$ cat src/rtl/fetch_stage.sv
// fetch_stage: samples the PC, reads instruction memory over req/ack and holds the word for decode.
module fetch_stage #(
    parameter int DATA_WIDTH = 16,
    parameter int ADDR_WIDTH = 16,
    parameter int TIMEOUT    = 15
) (
    input  logic                  clk,
    input  logic                  reset,
    input  logic [ADDR_WIDTH-1:0] pc,
    input  logic                  flush,
    output logic                  mem_req,
    output logic [ADDR_WIDTH-1:0] mem_addr,
    input  logic                  mem_ack,
    input  logic [DATA_WIDTH-1:0] mem_rdata,
    output logic [DATA_WIDTH-1:0] instr,
    output logic [ADDR_WIDTH-1:0] instr_pc,
    output logic                  instr_valid,
    input  logic                  instr_ready,
    output logic                  pc_stall,
    output logic                  fetch_err
);
    localparam int CW = $clog2(TIMEOUT + 1);
    typedef enum logic [1:0] {IDLE, FETCH, HOLD, DRAIN} state_t;
    state_t state_q, state_d;
    logic mem_req_q, mem_req_d, valid_q, valid_d, err_q, err_d;
    logic [ADDR_WIDTH-1:0] addr_q, addr_d, ipc_q, ipc_d;
    logic [DATA_WIDTH-1:0] instr_q, instr_d;
    logic [CW-1:0] cnt_q, cnt_d;
    logic timeout;
    // The wait counter spans FETCH and DRAIN, so a flushed fetch still aborts in bounded time.
    assign timeout = !mem_ack && cnt_q == CW'(TIMEOUT - 1);
    always_comb begin
        state_d   = state_q;
        mem_req_d = mem_req_q;
        addr_d    = addr_q;
        instr_d   = instr_q;
        ipc_d     = ipc_q;
        valid_d   = valid_q;
        err_d     = 1'b0;
        cnt_d     = '0;
        case (state_q)
            IDLE: begin
                addr_d = pc;
                if (!flush) begin
                    state_d   = FETCH;
                    mem_req_d = 1'b1;
                end
            end
            FETCH: begin
                if (mem_ack) begin
                    mem_req_d = 1'b0;
                    state_d   = flush ? IDLE : HOLD;
                    if (!flush) begin
                        instr_d = mem_rdata;
                        ipc_d   = addr_q;
                        valid_d = 1'b1;
                    end
                end else if (timeout) begin
                    mem_req_d = 1'b0;
                    err_d     = 1'b1;
                    state_d   = IDLE;
                end else begin
                    cnt_d   = cnt_q + 1'b1;
                    state_d = flush ? DRAIN : FETCH;
                end
            end
            DRAIN: begin
                if (mem_ack || timeout) begin
                    mem_req_d = 1'b0;
                    err_d     = !mem_ack;
                    state_d   = IDLE;
                end else begin
                    cnt_d = cnt_q + 1'b1;
                end
            end
            HOLD: begin
                if (instr_ready || flush) begin
                    valid_d = 1'b0;
                    state_d = IDLE;
                end
            end
            default: state_d = IDLE;
        endcase
    end
    always_ff @(posedge clk or posedge reset) begin
        if (reset) begin
            state_q   <= IDLE;
            mem_req_q <= 1'b0;
            addr_q    <= '0;
            instr_q   <= '0;
            ipc_q     <= '0;
            valid_q   <= 1'b0;
            err_q     <= 1'b0;
            cnt_q     <= '0;
        end else begin
            state_q   <= state_d;
            mem_req_q <= mem_req_d;
            addr_q    <= addr_d;
            instr_q   <= instr_d;
            ipc_q     <= ipc_d;
            valid_q   <= valid_d;
            err_q     <= err_d;
            cnt_q     <= cnt_d;
        end
    end
    assign mem_req     = mem_req_q;
    assign mem_addr    = addr_q;
    assign instr       = instr_q;
    assign instr_pc    = ipc_q;
    assign instr_valid = valid_q;
    assign fetch_err   = err_q;
    assign pc_stall    = !(state_q == HOLD && instr_ready && !flush);
endmodule

$ cat config.mk
export PLATFORM = sky130hd
export DESIGN_NAME = fetch_stage
export DESIGN_NICKNAME = d
export VERILOG_FILES = /design/src/rtl/fetch_stage.sv
export SDC_FILE = /design/constraint.sdc
export NUM_CORES = 1
export LEC_CHECK = 0
export CAP_MARGIN = 20
export CORE_UTILIZATION = 50
export DETAILED_ROUTE_END_ITERATION = 10
export DONT_BUFFER_PORTS = 1
export HOLD_SLACK_MARGIN = 0.1
export SYNTH_ARGS = -nofsm -noshare
export SYNTH_HDL_FRONTEND = slang
export SYNTH_SLANG_ARGS = --single-unit
$ cat constraint.sdc
create_clock -name clk -period 2.4 [get_ports clk]
set_clock_uncertainty 0.05 [all_clocks]
set_input_delay 0.48 -clock clk [delete_from_list [all_inputs] [get_ports clk]]
set_output_delay 0.48 -clock clk [all_outputs]
set_load 0.01 [all_outputs]
==> flow_summary_export.csv, run 1 <==
group,metric,value,unit
power,combPwrFrac,28.2,%
sta,grt_setup_unrepaired,"false",
logic_synthesis,syn_avg_cell_area,15.7,µm²
setup_path,startpoint_type,"register",
floorplanning,rows,25,
clock_tree,tritoncts,"done",
logic_synthesis,syn_area,2450,µm²
power,internal-power,0.00268,W
detailed_routing,wl_per_cell,17.8,µm
global_routing,grt_pass1_wl,6.44,mm
logic_synthesis,ys_seq_area_share,58.2,%
global_routing,grtUsageTotal,16.8,%
clock_tree,cts.path.max_buffers,2,
setup_path,worstPathCellList,"inv_1 -> ha_1 -> nand3b_4 -> mux2_4",
setup_path,end_kind,"register",
sta,setup-violations-final,0,
logic_synthesis,ys_seq_elements,57,
logic_synthesis,synth_top_area_share,58.2,%
setup_path,cpMaxStageDelayCell,"nand3b_4",
floorplanning,die_x,72.0,µm
sta,min_period,2080,ps
status,status,"completed",
global_routing,grt_max_degree,34,
detailed_routing,via_count,1263,
cells_and_area,final_cells,235,
power,clkPwrFrac,21.8,%
clock_tree,cts_made_buffers,9,
placed_design,port_buffers,0,
detailed_routing,drc_errors,0,
floorplanning,num_io_pins,89,
floorplanning,die-area,5180,µm²
setup_path,cp_max_fo,33,
clock_tree,root_buffer,"clkbuf_8",
floorplanning,design.core.area,4720,µm²
detailed_routing,via_per_inst,5.37,
logic_synthesis,synth_cell_types,29,
power,power_density,1470,nW/µm²
clock_tree,clock_sinks,57,
clock_tree,postCtsResizedCells,0,
detailed_routing,ant_nets,0,
clock_tree,clk_pin_slew,60,ps
logic_synthesis,synth_nets,199,
placed_design,place_congestion,0.807,
global_routing,grt_pass1_vias,1371,
setup_path,cp_data_arrival_time,2230,ps
floorplanning,die_h,72.0,µm
global_routing,globalRouteOverflowTotal,0,
power,p_sw,0.00132,W
detailed_routing,drt_wl_total,4.19,mm
detailed_routing,dr.pass1.iters,4,
sta,hold_viol,0,
logic_synthesis,yosysWarnings,0,
sta,max_freq,481,MHz
power,seqPwrFrac,50.0,%
sta,period_share,86.7,%
detailed_routing,first_iter_violations,39,
cells_and_area,antenna-diode-count,0,
clock_tree,htree_levels,3,
logic_synthesis,synthCells,156,
logic_synthesis,yosys-top-cells-area,"dfrtp_1 (58%), mux2_4 (18%), mux2_2 (8.7%)",
power,ir_drop,732,µV
cells_and_area,areaGrowthSynthToFinish,10.7,%
placed_design,dp.cells,219,
logic_synthesis,synth_top_area_cell,"dfrtp_1",
hold_path,holdCritPathClass,"in -> reg",
cells_and_area,drive_above_1_share,39.9,%
sta,slew_headroom,57.6,%
setup_path,cpLargestDelayFamily,"simple AND/OR/NAND/NOR gates",
sta,setup_tns,0,ps
setup_path,crit_buf_inv,1,
sta,worstMarginPinSlew,636,ps
sta,slew_violations,0,
setup_path,crit_type,"reg -> reg",
placed_design,dp_hpwl,2.91,mm
power,p_leak,1.32,nW
setup_path,cp_slowest_stage_delay,560,ps
power,swShare,33.0,%
floorplanning,start_util,51.9,%
cells_and_area,layout.nets,207,
flow_run,maxCapViolations,0,
global_routing,antenna_found_initial,0,
clock_tree,worst_skew_pair.late_latency,320,ps
setup_path,cp.required,2550,ps
## Yosys cell counts
library cell / count
o32a_1: 1
mux2_2: 19
nand3_1: 1
nor3_1: 1
xor2_1: 1
mux2_4: 30
o22ai_1: 1
or3_1: 1
ha_1: 6
o21bai_1: 1
a221oi_1: 1
and2_1: 1
dfrtp_1: 57
nor2_1: 7
inv_1: 6
nand3b_4: 1
a31oi_1: 1
a21oi_1: 4
a211o_1: 1
a211oi_1: 1
nand3b_1: 1
buf_6: 4
nor3b_1: 1
and3_1: 1
buf_2: 2
a21o_1: 1
nand2b_1: 1
xnor2_1: 1
o21ai_0: 2
## per-stage QoR
| step | power (W) | util, % | area (µm²) | setup WS (ps) | hold WS [ps] |
|---|---|---|---|---|---|
| 2_1_floorplan | 0.00292 | - | 2450 | 470 | 402 |
| 3_3_place_gp | 0.00309 | 53.1 | 2510 | 386 | 389 |
| 3_5_place_dp | 0.00316 | 53.1 | 2510 | 281 | 398 |
| 4_1_cts | 0.00405 | 57.4 | 2710 | 287 | 159 |
| 5_1_grt | 0.00423 | 57.4 | 2710 | 194 | 173 |
| 6_report | 0.00400 | 57.4 | 2710 | 320 | 171 |
## layer usage
metal,vias up,global-route usage (%),share of wire [%]
li1,558,-,-
met1,639,18.8,40
met2,57,27.4,49
met3,9,6.11,8.3
met4,0,10.5,2.1
met5,-,0,0
## power by group through the flow
stage               Combinational, W  Clock (W)  Sequential (W)
global route                 0.00123   0.000935         0.00206
floorplan                    0.00102          0         0.00191
CTS                          0.00115   0.000894         0.00201
detailed placement           0.00113          0         0.00202
finish                       0.00113   0.000870         0.00200
global placement             0.00108          0         0.00201
## path summary, 6_finish.rpt
path | slack (ps) | start | cells past startpoint | end
setup / recovery | 320 | state_q[1] | 4 | instr_pc[7]
min in group asynchronous | 620 | reset | 2 | instr_pc[0]
max in group asynchronous | 1120 | reset | 3 | instr_valid
hold reg to reg | 440 | cnt_q[0] | 1 | cnt_q[0]
hold / removal | 170 | mem_ack | 1 | fetch_err
setup reg to reg | 320 | state_q[1] | 4 | instr_pc[7]
## repair_timing
action / in CTS / in global routing
setup buffers: 0 / 0
endpoints found under the hold margin: 25 / 0
hold buffers: 1 / 0
## final cells by class
class / instances / area, µm²
tap: 67 / 83.8
timing repair buffer: 3 / 37.5
multi-input combinational: 87 / 946
inverter: 6 / 22.5
clock buffer: 12 / 155
fill: 383 / 2010
clock inverter: 3 / 40.0
sequential: 57 / 1430
## cell families after synthesis
group                      count (synthesis)  synth area share (%)
AOI/OAI and AO/OA                         14                  3.78
xor gates and xnor gates                   2                 0.715
adders and majority gates                  6                  3.06
buffers and inverters                     12                  3.17
DFF                                       57                  58.2
muxes                                     49                  27.1
and+or+nand+nor                           16                  3.93
## placed cells by master (no fill, tap or decap), drive strengths merged, types with 2 or more instances in the layout
cell,netlist,final
nor2,7,7
o21ai,2,2
mux2,49,49
ha,6,6
clkinv,0,2
buf,6,2
a21oi,4,4
clkbuf,0,12
dfrtp,57,57
inv,6,6
nand3b,2,2
## flip-flops by register name (all words and copies together) (netlist names)
name and flops:
instr_valid 1, instr_pc 16, instr 16, cnt_q 4
mem_req 1, mem_addr 16, fetch_err 1, state_q 2
No activity file was read; power rests on OpenSTA's default activity.
==> run 2, diff against run 1 <==
- CTS_CLUSTER_SIZE: unset -> 8
- GPL_TIMING_DRIVEN: unset -> 0
==> flow_summary_export.csv, run 2 (synthesized netlist as in run 1, its figures left out) <==
group,metric,value,unit
power,power_density,1460,nW/µm²
global_routing,globalRouteOverflowTotal,0,
cells_and_area,layout_common_cells,"dfrtp_1 (57), mux2_4 (30), mux2_2 (19)",
cells_and_area,layout.nets,212,
global_routing,antenna_found_initial,0,
detailed_routing,wl_per_cell,17.5,µm
cells_and_area,multiInputGateArea,946,µm²
clock_tree,clk_pin_slew,60,ps
setup_path,cpLargestDelayFamily,"flip-flops",
detailed_routing,via_per_inst,5.47,
floorplanning,rows,25,
sta,min_period,1770,ps
placed_design,post_dp_cell_area,2550,µm²
setup_path,reg2reg_setup_slack,700,ps
sta,worstMarginPinSlew,547,ps
global_routing,grtUsageMet2,28.3,%
global_routing,gr-max-usage-layer,"met2",
setup_path,cpMaxStageDelayCell,"dfrtp_1",
clock_tree,worst_skew_pair.late_latency,320,ps
clock_tree,tritoncts,"done",
clock_tree,root_buffer,"clkbuf_8",
floorplanning,die_x,72.0,µm
clock_tree,htree_levels,3,
floorplanning,die-area,5180,µm²
global_routing,grt_pass1_wl,6.78,mm
floorplanning,die_h,72.0,µm
cells_and_area,fill_cells,384,
sta,hold_viol,0,
hold_path,holdCritPathClass,"in -> reg",
placed_design,place_congestion,0.837,
clock_tree,cts_made_buffers,9,
setup_path,startpoint_type,"register",
clock_tree,cts.path.max_buffers,2,
power,p_leak,1.35,nW
status,status,"completed",
cells_and_area,final_cells,240,
cells_and_area,regArea,1430,µm²
setup_path,cp_data_arrival_time,1240,ps
setup_path,crit_buf_inv,1,
placed_design,dp_hpwl,2.91,mm
sta,slew_headroom,63.5,%
cells_and_area,design_area,2760,µm²
setup_path,cp_slowest_stage_delay,400,ps
global_routing,grtUsageMet3,7.36,%
cells_and_area,areaGrowthSynthToFinish,12.6,%
sta,grt_setup_unrepaired,"false",
floorplanning,design.core.area,4720,µm²
setup_path,crit_type,"reg -> out",
global_routing,grt_use_met1,19.8,%
clock_tree,clock_sinks,57,
cells_and_area,final_common_cell,"dfrtp_1",
detailed_routing,dr.pass1.iters,4,
placed_design,dp.cells,224,
detailed_routing,drc_errors,0,
setup_path,end_kind,"output port",
sta,max_freq,564,MHz
flow_run,maxCapViolations,0,
global_routing,grt_pass1_vias,1399,
placed_design,port_buffers,0,
detailed_routing,drt_wl_total,4.20,mm
detailed_routing,first_iter_violations,48,
detailed_routing,ant_nets,0,
clock_tree,postCtsResizedCells,0,
power,ir_drop,655,µV
sta,period_share,73.8,%
detailed_routing,via_count,1313,
setup_path,cp_max_fo,5,
sta,slew_violations,0,
floorplanning,num_io_pins,89,
cells_and_area,antenna-diode-count,0,
sta,setup-violations-final,0,
cells_and_area,drive_above_1_share,41.6,%
setup_path,cp.required,1870,ps
sta,setup_tns,0,ps
setup_path,worstPathCellList,"inv_1 -> ha_1 -> nand3b_1",
global_routing,grt_max_degree,33,
floorplanning,start_util,51.9,%
clock_tree,ctsHoldBuffers,1,
power,total_power,0.00402,W
global_routing,grtUsageTotal,17.6,%
sta,whs,175,ps
clock_tree,post_cts_buffers,0,
-- run 2: changes by cell type in the layout (fill, tap and decap cells not counted) --
cell / change
buf_6: +4
buf_2: +2
buf_4: -1
-- run 2: power by group --
part	total [W]	internal, W	switching [W]
combinational	0.00115	0.000746	0.000408
clock	0.000870	0.000527	0.000343
sequential	0.00200	0.00143	0.000570
-- run 2: through the flow --
step	utilization, %	worst slack, ps
final	58.4	628
after global routing	58.4	518
after CTS	58.4	605
after detailed placement	54.1	666
after global placement	53.6	-18.4
after floorplan	-	470
-- run 2: final cells by class --
class,instances,share of cell area [%]
multi-input combinational,87,34.3
buffer,6,2.00
inverter,6,0.816
tap,67,3.04
clock inverter,3,1.45
timing repair buffer,2,1.09
clock buffer,12,5.62
sequential,57,51.7
-- run 2: worst paths after layout --
path	start	endpoint	cells past startpoint
worst max-delay path	state_q[0]	pc_stall	3
worst min-delay path	mem_ack	fetch_err	1
worst max register to register	state_q[0]	mem_addr[2]	5
worst min register to register	cnt_q[0]	cnt_q[0]	1
max in group asynchronous	reset	state_q[1]	3
min in group asynchronous	reset	instr_pc[7]	2
-- run 2: metal layers --
metal | vias to the layer above | routed length (µm)
met2 | 61 | 2010
li1 | 571 | -
met4 | 0 | 88
met5 | - | 0
met1 | 670 | 1740
met3 | 11 | 352
==> run 3, diff against run 2 <==
- PLACE_DENSITY: unset -> 0.68
- clock period: 2.4 -> 1.55 ns (I/O delays scaled with it)
==> flow_summary_export.csv, run 3 (synthesized netlist as in run 1, its figures left out) <==
group,metric,value,unit
cells_and_area,layout.nets,256,
detailed_routing,via_count,1499,
placed_design,dp.cells,224,
detailed_routing,drt_wl_total,5.36,mm
clock_tree,cts_made_buffers,9,
setup_path,reg2reg_setup_slack,-30,ps
clock_tree,tritoncts,"done",
power,power_density,2020,nW/µm²
setup_path,cp_data_arrival_time,1740,ps
cells_and_area,post-route-util,69.5,%
global_routing,grt_max_degree,33,
setup_path,cpMaxStageDelayCell,"dfrtp_1",
sta,slew_violations,0,
floorplanning,start_util,51.9,%
flow_run,maxCapViolations,0,
sta,slew_headroom,61.3,%
power,ir_drop,1100,µV
power,p_leak,1.55,nW
sta,timing.final.ws_setup,-26.7,ps
clock_tree,root_buffer,"clkbuf_8",
detailed_routing,dr.pass1.iters,4,
cells_and_area,final_cells,285,
floorplanning,die_h,72.0,µm
hold_path,holdCritPathClass,"in -> reg",
global_routing,grt_pass1_wl,7.94,mm
sta,worstMarginPinSlew,579,ps
status,violations,"negative setup slack",
clock_tree,clk_pin_slew,70,ps
global_routing,grt_pass1_vias,1625,
setup_path,cp.required,1710,ps
cells_and_area,layout_common_cells,"dfrtp_1 (56), dlygate4sd3_1 (34), mux2_4 (30)",
setup_path,crit_type,"reg -> reg",
placed_design,place_congestion,0.790,
setup_path,startpoint_type,"register",
clock_tree,cts.path.max_buffers,2,
sta,hold_viol,0,
floorplanning,design.core.area,4720,µm²
placed_design,post_dp_cell_area,2560,µm²
placed_design,dp_slack,-175,ps
sta,min_period,1580,ps
sta,max_freq,634,MHz
setup_path,cp_slowest_stage_delay,410,ps
cells_and_area,design_area,3280,µm²
setup_path,worstPathCellList,"inv_2 -> buf_4 -> ha_4 -> and2_4 -> a21o_1 -> o32a_1",
cells_and_area,fill_cells,339,
cells_and_area,antenna-diode-count,0,
floorplanning,num_io_pins,89,
placed_design,dp_hpwl,3.24,mm
cells_and_area,areaGrowthSynthToFinish,33.9,%
detailed_routing,wl_per_cell,18.8,µm
detailed_routing,first_iter_violations,53,
global_routing,grtUsageTotal,21.0,%
status,status,"finished with violations",
floorplanning,die_x,72.0,µm
clock_tree,clock_sinks,57,
setup_path,cp_max_fo,7,
floorplanning,rows,25,
global_routing,antenna_found_initial,0,
sta,setup-violations-final,7,
detailed_routing,via_per_inst,5.26,
clock_tree,worst_skew_pair.late_latency,330,ps
placed_design,port_buffers,0,
sta,grt_setup_unrepaired,"true",
global_routing,globalRouteOverflowTotal,0,
cells_and_area,drive_above_1_share,44.0,%
setup_path,end_kind,"register",
floorplanning,die-area,5180,µm²
sta,period_share,102,%
clock_tree,htree_levels,3,
detailed_routing,ant_nets,0,
cells_and_area,final_common_cell,"dfrtp_1",
detailed_routing,drc_errors,0,
## run 3: cell types whose count changed in the layout (fill, tap and decap cells not counted), moves of 2 or more
cell,before,now
ha_4,0,3
clkinvlp_4,0,3
buf_12,1,4
ha_1,6,2
buf_6,4,2
buf_4,0,10
dlygate4sd3_1,1,34
clkbuf_8,11,9
buf_2,2,0
clkbuf_16,0,2
clkinv_2,2,4
inv_1,5,3
## run 3: path summary, 6_finish.rpt
kind                            cells after the start  startpoint           to
worst min-delay path                                2     mem_ack     cnt_q[0]
worst min register to register                      1    cnt_q[0]     cnt_q[0]
worst max register to register                      6  state_q[1]   state_q[1]
worst max-delay path                                6  state_q[1]   state_q[1]
min in group asynchronous                           2       reset  mem_addr[9]
max in group asynchronous                           3       reset   state_q[0]
## run 3: repair_timing
item | CTS | global route
hold buffers | 34 | 0
setup buffers | 7 | 4
cloned | 0 | 2
setup endpoints to repair | 42 | 38
gates resized for setup | 16 | 11
hold endpoints to repair | 58 | 0
pin swaps | 2 | 5
## run 3: critical path: cells and delay by family (launching register included)
kind	cells	cell delay, ps
AOI/OAI and AO/OA	2	450
DFF	1	410
buffers and inverters	2	210
adders and majority gates	1	180
and+or+nand+nor	1	150
## run 3: through the flow
stage                     TNS, ps  power [W]  hold slack, ps
after detailed placement    -3850    0.00497             213
final                       -48.4    0.00664             117
after global routing        -1610    0.00700             107
after global placement      -1760    0.00482             337
after floorplan                 0    0.00453             330
after CTS                   -3.64    0.00645             157
## run 3: routing by layer
metal / global-route usage (%) / wire length [µm]
met3: 8.75 / 350
met5: 0 / 0
met1: 22.4 / 2020
met4: 7.19 / 47
met2: 37.5 / 2940
## run 3: final cells by class
type,instances,area (µm²),share of cell area (%)
buffer,4,71.3,2.17
tap,67,83.8,2.56
clock buffer,10,128,3.89
clock inverter,6,35.0,1.07
timing repair buffer,48,497,15.1
multi-input combinational,87,1010,30.8
inverter,6,28.8,0.877
sequential,57,1430,43.5
## run 3: power by group
part / internal (W) / leakage [nW] / switching, W / total, W
Clock: 0.000567 / 0.0818 / 0.000602 / 0.00117
Combinational: 0.00152 / 0.790 / 0.000797 / 0.00232
Sequential: 0.00221 / 0.682 / 0.000937 / 0.00315
Total: 0.00430 / 1.55 / 0.00234 / 0.00664
